**src/rtl/pc_sequencer_if.sv**
```systemverilog
// Bus between the control unit / PC register and the next-PC sequencer.
// PC_ALIGN_CHECK_EN adds the align_fault signal.
interface pc_sequencer_if;
   logic [31:0] pc_current;
   logic [31:0] pc_next;
   logic        branch_en;
   logic [31:0] branch_offset;
   logic        jump_en;
   logic [25:0] jump_index;
   logic        jr_en;
   logic [31:0] jr_target;
   logic        stall;
   logic        halt;
   logic        resume;
   logic        irq_req;
   logic        eret;
   logic        irq_ack;
   logic [31:0] epc;
   logic [1:0]  state;
`ifdef PC_ALIGN_CHECK_EN
   logic        align_fault;
`endif

   // Control side: drives the PC and control enables, observes the sequencer.
   modport master (
      output pc_current, branch_en, branch_offset, jump_en, jump_index,
             jr_en, jr_target, stall, halt, resume, irq_req, eret,
`ifdef PC_ALIGN_CHECK_EN
      input  align_fault,
`endif
      input  pc_next, irq_ack, epc, state
   );

   // Sequencer side.
   modport slave (
      input  pc_current, branch_en, branch_offset, jump_en, jump_index,
             jr_en, jr_target, stall, halt, resume, irq_req, eret,
`ifdef PC_ALIGN_CHECK_EN
      output align_fault,
`endif
      output pc_next, irq_ack, epc, state
   );
endinterface

```
**src/rtl/pc_sequencer.sv**
```systemverilog
// Next-PC controller: PC source select, RUN/HALTED/ISR state machine, EPC and irq_ack.
// Optional PC_ALIGN_CHECK_EN traps misaligned register jumps.
module pc_sequencer #(
   parameter logic [31:0] RESET_VECTOR = 32'h0000_0000,
   parameter logic [31:0] TRAP_VECTOR  = 32'h0000_0080,
   parameter int unsigned PC_STEP      = 4
) (
   input logic           clock,
   input logic           reset,
   pc_sequencer_if.slave bus
);
   localparam int unsigned XLEN = 32;

   typedef enum logic [1:0] {
      ST_RUN    = 2'b00,
      ST_HALTED = 2'b01,
      ST_ISR    = 2'b10,
      ST_UNUSED = 2'b11
   } state_t;

   state_t            r_state;
   logic [XLEN-1:0]   r_epc;
   logic              r_irq_ack;

   logic [XLEN-1:0]   w_seq;
   logic [XLEN-1:0]   w_br;
   logic [XLEN-1:0]   w_jmp;
   logic [XLEN-1:0]   w_ns;
   logic [XLEN-1:0]   w_pc_sel;
   logic [XLEN-1:0]   w_epc_val;
   state_t            w_state_nx;
   logic              w_epc_ld;
   logic              w_trap;
   logic              w_fault;
   logic              w_misalign;

   // Candidate targets; all arithmetic wraps at 32 bits.
   assign w_seq = bus.pc_current + XLEN'(PC_STEP);
   assign w_br  = w_seq + (bus.branch_offset << 2);
   assign w_jmp = {w_seq[31:28], bus.jump_index, 2'b00};

   always_comb begin
      if (bus.jr_en)          w_ns = bus.jr_target;
      else if (bus.jump_en)   w_ns = w_jmp;
      else if (bus.branch_en) w_ns = w_br;
      else                    w_ns = w_seq;
   end

`ifdef PC_ALIGN_CHECK_EN
   assign w_misalign = bus.jr_en & (bus.jr_target[1:0] != 2'b00);
`else
   assign w_misalign = 1'b0;
`endif

   // Next-PC, next-state and EPC load decisions.
   always_comb begin
      w_pc_sel   = w_ns;
      w_state_nx = r_state;
      w_epc_ld   = 1'b0;
      w_epc_val  = w_ns;
      w_trap     = 1'b0;
      w_fault    = 1'b0;
      case (r_state)
         ST_RUN: begin
            if (bus.stall) begin
               w_pc_sel = bus.pc_current;
            end else if (bus.irq_req) begin
               w_pc_sel   = TRAP_VECTOR;
               w_epc_ld   = 1'b1;
               w_trap     = 1'b1;
               w_state_nx = ST_ISR;
            end else if (bus.halt) begin
               w_pc_sel   = bus.pc_current;
               w_state_nx = ST_HALTED;
            end else if (w_misalign) begin
               w_pc_sel   = TRAP_VECTOR;
               w_epc_ld   = 1'b1;
               w_epc_val  = bus.pc_current;
               w_fault    = 1'b1;
               w_state_nx = ST_ISR;
            end
         end
         ST_HALTED: begin
            w_pc_sel = bus.pc_current;
            // Trap from HALTED returns past the halt instruction.
            if (bus.irq_req) begin
               w_pc_sel   = TRAP_VECTOR;
               w_epc_ld   = 1'b1;
               w_epc_val  = w_seq;
               w_trap     = 1'b1;
               w_state_nx = ST_ISR;
            end else if (bus.resume) begin
               w_pc_sel   = w_seq;
               w_state_nx = ST_RUN;
            end
         end
         ST_ISR: begin
            if (bus.stall) begin
               w_pc_sel = bus.pc_current;
            end else if (bus.eret) begin
               w_pc_sel   = r_epc;
               w_state_nx = ST_RUN;
            end else if (bus.halt) begin
               w_pc_sel   = bus.pc_current;
               w_state_nx = ST_HALTED;
            end else if (w_misalign) begin
               w_pc_sel  = TRAP_VECTOR;
               w_epc_ld  = 1'b1;
               w_epc_val = bus.pc_current;
               w_fault   = 1'b1;
            end
         end
         default: begin
            w_pc_sel   = bus.pc_current;
            w_state_nx = ST_RUN;
         end
      endcase
   end

   assign bus.pc_next = reset ? RESET_VECTOR : w_pc_sel;

   always_ff @(posedge clock or posedge reset) begin
      if (reset) begin
         r_state   <= ST_RUN;
         r_epc     <= '0;
         r_irq_ack <= 1'b0;
      end else begin
         r_state   <= w_state_nx;
         r_irq_ack <= w_trap;
         if (w_epc_ld) r_epc <= w_epc_val;
      end
   end

`ifdef PC_ALIGN_CHECK_EN
   logic r_align_fault;

   always_ff @(posedge clock or posedge reset) begin
      if (reset) r_align_fault <= 1'b0;
      else       r_align_fault <= w_fault;
   end

   assign bus.align_fault = r_align_fault;
`else
   logic w_fault_unused;
   assign w_fault_unused = w_fault;
`endif

   assign bus.state   = r_state;
   assign bus.epc     = r_epc;
   assign bus.irq_ack = r_irq_ack;
endmodule

```
**src/flat_wrapper.sv**
```systemverilog
// flat-port wrapper written by rule: the top's interface ports become plain ports
module pc_sequencer_flat 
#(
   parameter logic [31:0] RESET_VECTOR = 32'h0000_0000,
   parameter logic [31:0] TRAP_VECTOR  = 32'h0000_0080,
   parameter int unsigned PC_STEP      = 4
)
  (clock, reset, bus_pc_current, bus_branch_en, bus_branch_offset, bus_jump_en, bus_jump_index, bus_jr_en, bus_jr_target, bus_stall, bus_halt, bus_resume, bus_irq_req, bus_eret, bus_pc_next, bus_irq_ack, bus_epc, bus_state);
  pc_sequencer_if bus_i ();
  input logic clock;
  input logic reset;
  input wire logic [$bits(bus_i.pc_current)-1:0] bus_pc_current;
  input wire logic [$bits(bus_i.branch_en)-1:0] bus_branch_en;
  input wire logic [$bits(bus_i.branch_offset)-1:0] bus_branch_offset;
  input wire logic [$bits(bus_i.jump_en)-1:0] bus_jump_en;
  input wire logic [$bits(bus_i.jump_index)-1:0] bus_jump_index;
  input wire logic [$bits(bus_i.jr_en)-1:0] bus_jr_en;
  input wire logic [$bits(bus_i.jr_target)-1:0] bus_jr_target;
  input wire logic [$bits(bus_i.stall)-1:0] bus_stall;
  input wire logic [$bits(bus_i.halt)-1:0] bus_halt;
  input wire logic [$bits(bus_i.resume)-1:0] bus_resume;
  input wire logic [$bits(bus_i.irq_req)-1:0] bus_irq_req;
  input wire logic [$bits(bus_i.eret)-1:0] bus_eret;
  output wire logic [$bits(bus_i.pc_next)-1:0] bus_pc_next;
  output wire logic [$bits(bus_i.irq_ack)-1:0] bus_irq_ack;
  output wire logic [$bits(bus_i.epc)-1:0] bus_epc;
  output wire logic [$bits(bus_i.state)-1:0] bus_state;
  assign bus_i.pc_current = bus_pc_current;
  assign bus_i.branch_en = bus_branch_en;
  assign bus_i.branch_offset = bus_branch_offset;
  assign bus_i.jump_en = bus_jump_en;
  assign bus_i.jump_index = bus_jump_index;
  assign bus_i.jr_en = bus_jr_en;
  assign bus_i.jr_target = bus_jr_target;
  assign bus_i.stall = bus_stall;
  assign bus_i.halt = bus_halt;
  assign bus_i.resume = bus_resume;
  assign bus_i.irq_req = bus_irq_req;
  assign bus_i.eret = bus_eret;
  assign bus_pc_next = bus_i.pc_next;
  assign bus_irq_ack = bus_i.irq_ack;
  assign bus_epc = bus_i.epc;
  assign bus_state = bus_i.state;
  pc_sequencer #(.RESET_VECTOR(RESET_VECTOR), .TRAP_VECTOR(TRAP_VECTOR), .PC_STEP(PC_STEP)) u_core (.clock(clock), .reset(reset), .bus(bus_i));
endmodule
```
**config.mk**
```make
export PLATFORM = sky130hd
export DESIGN_NAME = pc_sequencer_flat
export DESIGN_NICKNAME = d
export VERILOG_FILES = /design/src/rtl/pc_sequencer_if.sv /design/src/rtl/pc_sequencer.sv /design/src/flat_wrapper.sv
export SDC_FILE = /design/constraint.sdc
export NUM_CORES = 1
export LEC_CHECK = 0
export CAP_MARGIN = 15
export CORE_MARGIN = 2
export CORE_UTILIZATION = 32
export CTS_CLUSTER_DIAMETER = 40
export CTS_CLUSTER_SIZE = 30
export DETAILED_ROUTE_END_ITERATION = 10
export PLACE_DENSITY = 0.68
export SYNTH_ARGS = -nofsm -noshare
export SYNTH_HDL_FRONTEND = slang
export SYNTH_SLANG_ARGS = --single-unit
```
**constraint.sdc**
```tcl
create_clock -name clock -period 5.6 [get_ports clock]
set_input_delay 0.56 -clock clock [delete_from_list [all_inputs] [get_ports clock]]
set_output_delay 0.56 -clock clock [all_outputs]
set_load 0.1 [all_outputs]
```
Word-level counts from Yosys, hierarchy flattened
Cells that the tools add are included.

Flip-flop bits (word level): 35. Input port bits: 132. Output and inout bits: 67. Logic and storage cells: 37.

Add/subtract/negate cells: 2. Equality and inequality tests: 5. Muxes and demuxes: 25. Reduce and logical (&&, ||, !) cells: 2.

Operators by type and width (count): $mux 32 (13); $pmux 32 s3 (1); $add 32x3->32 const B (1); $add 32x32->32 (1); $mux 2 (7); $pmux 2 s3 (1); $ne 2x2->1 const B (2); $ne 3x3->1 const B (1); $reduce_and 3->1 (1); $eq 2x1->1 const B (1); $eq 2x2->1 const B (1); $logic_not 2->1 (1); $mux 1 (2); $pmux 1 s2 (1).

Depth between registers and ports, before layout
Depth in word-level cells: 10. Depth in mapped cells: 19. Depth with buffers taken out: 17.

Worst setup path before layout
Ideal clock, no wire load.

Kind: input to output. From: input port bus_pc_current[14]. To: output port bus_pc_next[24]. Data arrival time: 5.888 ns. Required time: 5.040 ns. Slack: -0.848 ns. Stages: 17. Path buffers: 2. Path through: clkbuf_1 -> and3_1 -> and3_1 -> and3_1 -> buf_2 -> and3_1 -> xor2_1 -> ha_1 -> a21oi_1 -> o21ai_0 -> or2_2 -> nor3_1 -> a21oi_1 -> xnor2_1 -> a211oi_1 -> o311ai_0 -> a221oi_1.

Cells in the longest elaborated chain, start to end: 10. Elaborated cells between the ends (all ways): 14. Classes of those cells: 2 x add/sub; 12 x mux.

RTL lines: start, declared (RTL line flat_wrapper.sv:12) `input wire logic [$bits(bus_i.pc_current)-1:0] bus_pc_current;`; $add 32x3->32 (*) (RTL line pc_sequencer.sv:38) `assign w_seq = bus.pc_current + XLEN'(PC_STEP);`; $add 32x32->32 (RTL line pc_sequencer.sv:39) `assign w_br = w_seq + (bus.branch_offset << 2);`; $mux 32 (RTL line pc_sequencer.sv:45) `else if (bus.branch_en) w_ns = w_br;`; $mux 32 (RTL line pc_sequencer.sv:44) `else if (bus.jump_en) w_ns = w_jmp;`; $mux 32 (RTL line pc_sequencer.sv:43) `if (bus.jr_en) w_ns = bus.jr_target;`; $mux 32 (RTL line pc_sequencer.sv:72) `end else if (bus.halt) begin`; $mux 32, on equally long branches (RTL line pc_sequencer.sv:100, pc_sequencer.sv:67); $mux 32, on equally long branches (RTL line pc_sequencer.sv:98, pc_sequencer.sv:65); $pmux 32 s3 (*) (RTL line pc_sequencer.sv:63) `case (r_state)`; $mux 32 (*) (RTL line pc_sequencer.sv:120) `assign bus.pc_next = reset ? RESET_VECTOR : w_pc_sel;`; end, declared (RTL line flat_wrapper.sv:24) `output wire logic [$bits(bus_i.pc_next)-1:0] bus_pc_next;`.

Every way passes the cells marked *; elsewhere a longest branch is shown, timed or not.

Worst setup path in the final report
From: input port bus_pc_current[4]. To: output port bus_pc_next[25].

The elaborated chain is that of the path after synthesis.

==> parameters.txt <==
Parameter                              Value

Outcome
  Status ... completed

Yosys
  Number of synthesized flops with an enable pin ... 0
  Mux contribution to synthesized area ... 3.47%
  Avg Synthesized Cell Area ... 6.54 µm²
  #FFs+latches synth ... 35
  Share of flip-flops with an asynchronous set or reset after synthesis ... 100%
  Dominant combinational cell family by area after synthesis ... compound AO/OA/AOI/OAI gates
  Dominant register cell in the synthesized netlist ... sky130_fd_sc_hd__dfrtp_1
  Number of warnings reported in the yosys synthesis log ... 0
  Xor/xnor share of the synthesized area ... 6.60%
  Nets in the synthesized netlist ... 1162
  Synthesized-area fraction occupied by and/or/nand/nor cells ... 23.9%
  Share of the synthesized area in compound gates (AO/OA/AOI/OAI) ... 38.8%
  Count of cell types in the netlist ... 67
  Area of the mapped netlist ... 0.00648 mm²
  Share of synthesized cell area in full adder, half adder and majority cells ... 7.45%
  Post-synthesis sequential area ratio ... 13.5%
  Synthesized instance count ... 992

Floorplanning
  Number of primary I/O pins ... 199
  Total die area ... 0.0214 mm²
  Die Height ... 146 µm
  Die span in x ... 146 µm
  Effective utilization at floorplan ... 32.4%
  Area of the core ... 0.0200 mm²
  Placement Rows ... 52

Timing
  Highest attainable clock frequency ... 184 MHz
  Period minus WS final ... 5.44 ns
  Worst-case clock skew ... 0.00724 ns
  RSZ-0062 raised after global routing ... no
  Slew headroom ... 15.2%
  Final cycle utilization of the critical path ... 97.2%
  Final total negative setup slack ... 0 ns
  Slew of the pin with the lowest slew margin ... 1.26 ns
  Slack of the critical path ... 0.156 ns
  Final count of pins violating max slew ... 0
  Hold Worst Slack ... 0.505 ns
  Number of endpoints failing setup at the final stage ... 0
  Endpoints failing hold ... 0

Global route
  Number of antenna violations at the first check in global routing ... 1
  Pin count of the biggest net entering global routing ... 49
  Number of global-route vias before repair ... 8580
  Wire length of the first global-routing pass ... 48200 µm
  Global Route Usage Sum ... 28.7%
  GRT overflow ... 0

Critical path
  Worst Path Buf+Inv ... 6
  Kind of start point of the critical path ... input port
  Stages on the worst setup path ... 19
  Data arrival time of the critical path ... 4.88 ns
  Crit path max-delay family ... compound AO/OA/AOI/OAI gates
  Critical path capture point type ... output pin
  Maximum fanout count along the critical path ... 6
  CP Data Required Time ... 5.04 ns
  Slowest CP cell ... sky130_fd_sc_hd__clkdlybuf4s50_1
  Cell-by-cell listing of the critical path ... clkdlybuf4s50_1 > buf_4 > nand3_4 > nor4_4 > buf_4 > buf_4 > xnor2_1 > inv_1 > ha_1 > a21oi_1 > o21ai_1 > a221o_1 > or2_2 > a21boi_1 > mux2i_1 > o21ba_2 > o221ai_1 > a31oi_2 > buf_12
  Most Frequent Cell on Critical Path ... sky130_fd_sc_hd__buf_4
  Largest stage delay on the critical path ... 0.53 ns
  Worst-case reg-to-reg path depth ... 8
  Class of the most critical setup path ... in2out

Drt
  Antenna Violating Nets Remaining ... 0
  Detailed-route DRC error count ... 0
  Wire length per cell after detailed routing ... 21.0 µm
  First-pass iteration count of the detailed router ... 6
  Routed vias/inst ... 5.92
  First DRT Iteration DRCs ... 950
  Total detailed-routing wirelength ... 32000 µm
  Total via count after detailed routing ... 9015

Clock tree
  Clock insertion delay at the later pin of the skew report ... 0.29 ns
  Master cell of the clock root buffer ... sky130_fd_sc_hd__clkbuf_16
  H-Tree Level Count ... 2
  Number of clock sinks ... 35
  CTS tree ... yes
  Count of hold buffers inserted by post-cts repair ... 0
  Number of buffers on the longest clock path ... 2
  Total clock buffers created by CTS ... 5
  Clock transition at the registers of the reported paths ... 0.06 ns

Power and ir drop
  Maximum vdd ir drop ... 0.149 mV
  LEAKAGE ... 4.25 nW
  Total chip power ... 3.00 mW
  Total power density per cell area ... 299 mW/mm²
  Share of total power in the clock network ... 10.0%
  Int Power ... 1.21 mW
  Register share of total power ... 15.4%
  Proportion of total power due to net switching ... 59.7%
  Net switching power ... 1.79 mW
  Power share of the combinational group ... 74.6%

Place
  Count of buffers from port buffering ... 196
  GP Congestion ... 0.967
  Placed wire-length estimate ... 24300 µm
  Pre-CTS setup slack ... -0.0678 ns
  DP Area ... 0.00974 mm²
  Post-Place Cells ... 1512

Min path
  Hold-critical path depth ... 2
  Min-Delay Path Class ... reg2reg

Final layout
  Post-Route Utilization ... 50.0%
  Total area of multi-input combinational cells ... 0.00537 mm²
  Share of layout cells above drive strength 1 ... 17.0%
  Layout-stage area growth over the synthesis result ... 54.6%
  Fill count ... 2075
  FF/Latch Area ... 876 µm²
  Final cell count without fillers ... 1522
  Number of nets at the end of the flow ... 1421
  Non-Filler Cell Area, Final ... 0.0100 mm²

Run
  Count of max-cap constraint violations ... 0
-- registers in the layout (all words and copies together), names as in the netlist --
signal              flops
u_core.bus.epc         32
u_core.bus.irq_ack      1
u_core.bus.state        2
-- routing by layer --
metal	up-vias	global-route usage, %	routed length, µm
li1	4195	-	-
met1	4142	38.5	13200
met2	591	45.0	14100
met3	87	5.50	3450
met4	0	12.4	1250
met5	-	0	0
-- tightest hold or removal path, stage by stage (launching register included) --
cell                      delay, ns
sky130_fd_sc_hd__dfrtp_1       0.36
sky130_fd_sc_hd__nand2_1       0.05
sky130_fd_sc_hd__o21ai_0       0.06
-- Yosys cell counts, types with 6 or more instances --
cell                         n  share of area [%]
sky130_fd_sc_hd__nand2b_1    9               0.87
sky130_fd_sc_hd__a22oi_1     6               0.69
sky130_fd_sc_hd__xnor2_1    27                3.6
sky130_fd_sc_hd__inv_1      37                2.1
sky130_fd_sc_hd__dfrtp_1    35                 14
sky130_fd_sc_hd__buf_2       6               0.46
sky130_fd_sc_hd__and2_1      8               0.77
sky130_fd_sc_hd__o21ai_0   105                8.1
sky130_fd_sc_hd__o221ai_1   19                2.6
sky130_fd_sc_hd__buf_1       8               0.46
sky130_fd_sc_hd__ha_1       37                7.1
sky130_fd_sc_hd__a211oi_1   17                2.0
sky130_fd_sc_hd__a21o_1     18                2.1
sky130_fd_sc_hd__o21a_1      6               0.69
sky130_fd_sc_hd__a221oi_1    6               0.81
sky130_fd_sc_hd__xor2_1     20                2.7
sky130_fd_sc_hd__nor2_1    102                5.9
sky130_fd_sc_hd__nand3_1    23                1.8
sky130_fd_sc_hd__clkbuf_1   49                2.8
sky130_fd_sc_hd__a21oi_1   118                9.1
sky130_fd_sc_hd__a31oi_1    18                1.7
sky130_fd_sc_hd__o31ai_1     9                1.0
sky130_fd_sc_hd__o22ai_1    36                3.5
sky130_fd_sc_hd__o211ai_1   11                1.3
sky130_fd_sc_hd__and3_1     21                2.0
sky130_fd_sc_hd__mux2i_1    18                2.8
sky130_fd_sc_hd__nor3_1     22                1.7
sky130_fd_sc_hd__nand2_1   127                7.4
-- layout make-up --
type | instances | share of cell area [%]
clock inverter | 1 | 0.0499
tap | 270 | 3.37
sequential | 35 | 8.74
multi-input combinational | 852 | 53.6
timing repair buffer | 317 | 31.4
clock buffer | 6 | 1.39
inverter | 40 | 1.50
antenna | 1 | 0.0250
-- final timing paths --
| path | from | to | slack, ns |
|---|---|---|---|
| min in group asynchronous | reset | u_core.bus.epc[4] | 0.86 |
| worst max register to register | u_core.bus.state[1] | u_core.bus.epc[9] | 1.96 |
| worst max-delay path | bus_pc_current[4] | bus_pc_next[25] | 0.16 |
| worst min register to register | u_core.bus.epc[3] | u_core.bus.epc[3] | 0.51 |
| worst min-delay path | u_core.bus.epc[3] | u_core.bus.epc[3] | 0.51 |
| max in group asynchronous | reset | u_core.bus.epc[24] | 4.22 |
-- power groups by stage --
stage / Clock (mW) / Combinational [mW] / Sequential (mW)
global placement: 0 / 2.18 / 0.462
finish: 0.300 / 2.24 / 0.461
floorplan: 0 / 0.851 / 1.05
CTS: 0.296 / 2.20 / 0.457
detailed placement: 0 / 2.20 / 0.461
global route: 0.308 / 2.33 / 0.470
-- cell families (layout without fill, tap and decap cells) --
logic type                 after synthesis  count (layout)
AOI/OAI and AO/OA                      406             406
xor gates and xnor gates                48              48
adders and majority gates               38              38
buffers and inverters                  105             364
DFF                                     35              35
muxes                                   22              22
other                                    0               1
and+or+nand+nor                        338             338
-- timing repair --
| item | 4_1_cts | 5_1_grt |
|---|---|---|
| buffers inserted | 0 | 2 |
| gates cloned | 0 | 0 |
| endpoints found under the setup margin | 2 | 16 |
| gates resized for setup | 1 | 33 |
| pin swaps | 0 | 6 |
-- placed cells by master, fill, tap and decap left out, drive strengths merged, types with 22 or more instances in the layout --
cell | synthesis | routed
a21oi | 118 | 118
nand3 | 24 | 24
ha | 37 | 37
nor3 | 22 | 22
xnor2 | 27 | 27
dfrtp | 35 | 35
clkdlybuf4s50 | 0 | 159
nor2 | 102 | 102
nand2 | 127 | 127
buf | 15 | 154
inv | 38 | 37
o21ai | 105 | 105
o22ai | 36 | 36
and3 | 23 | 23
Power figures use the tool's default switching activity.
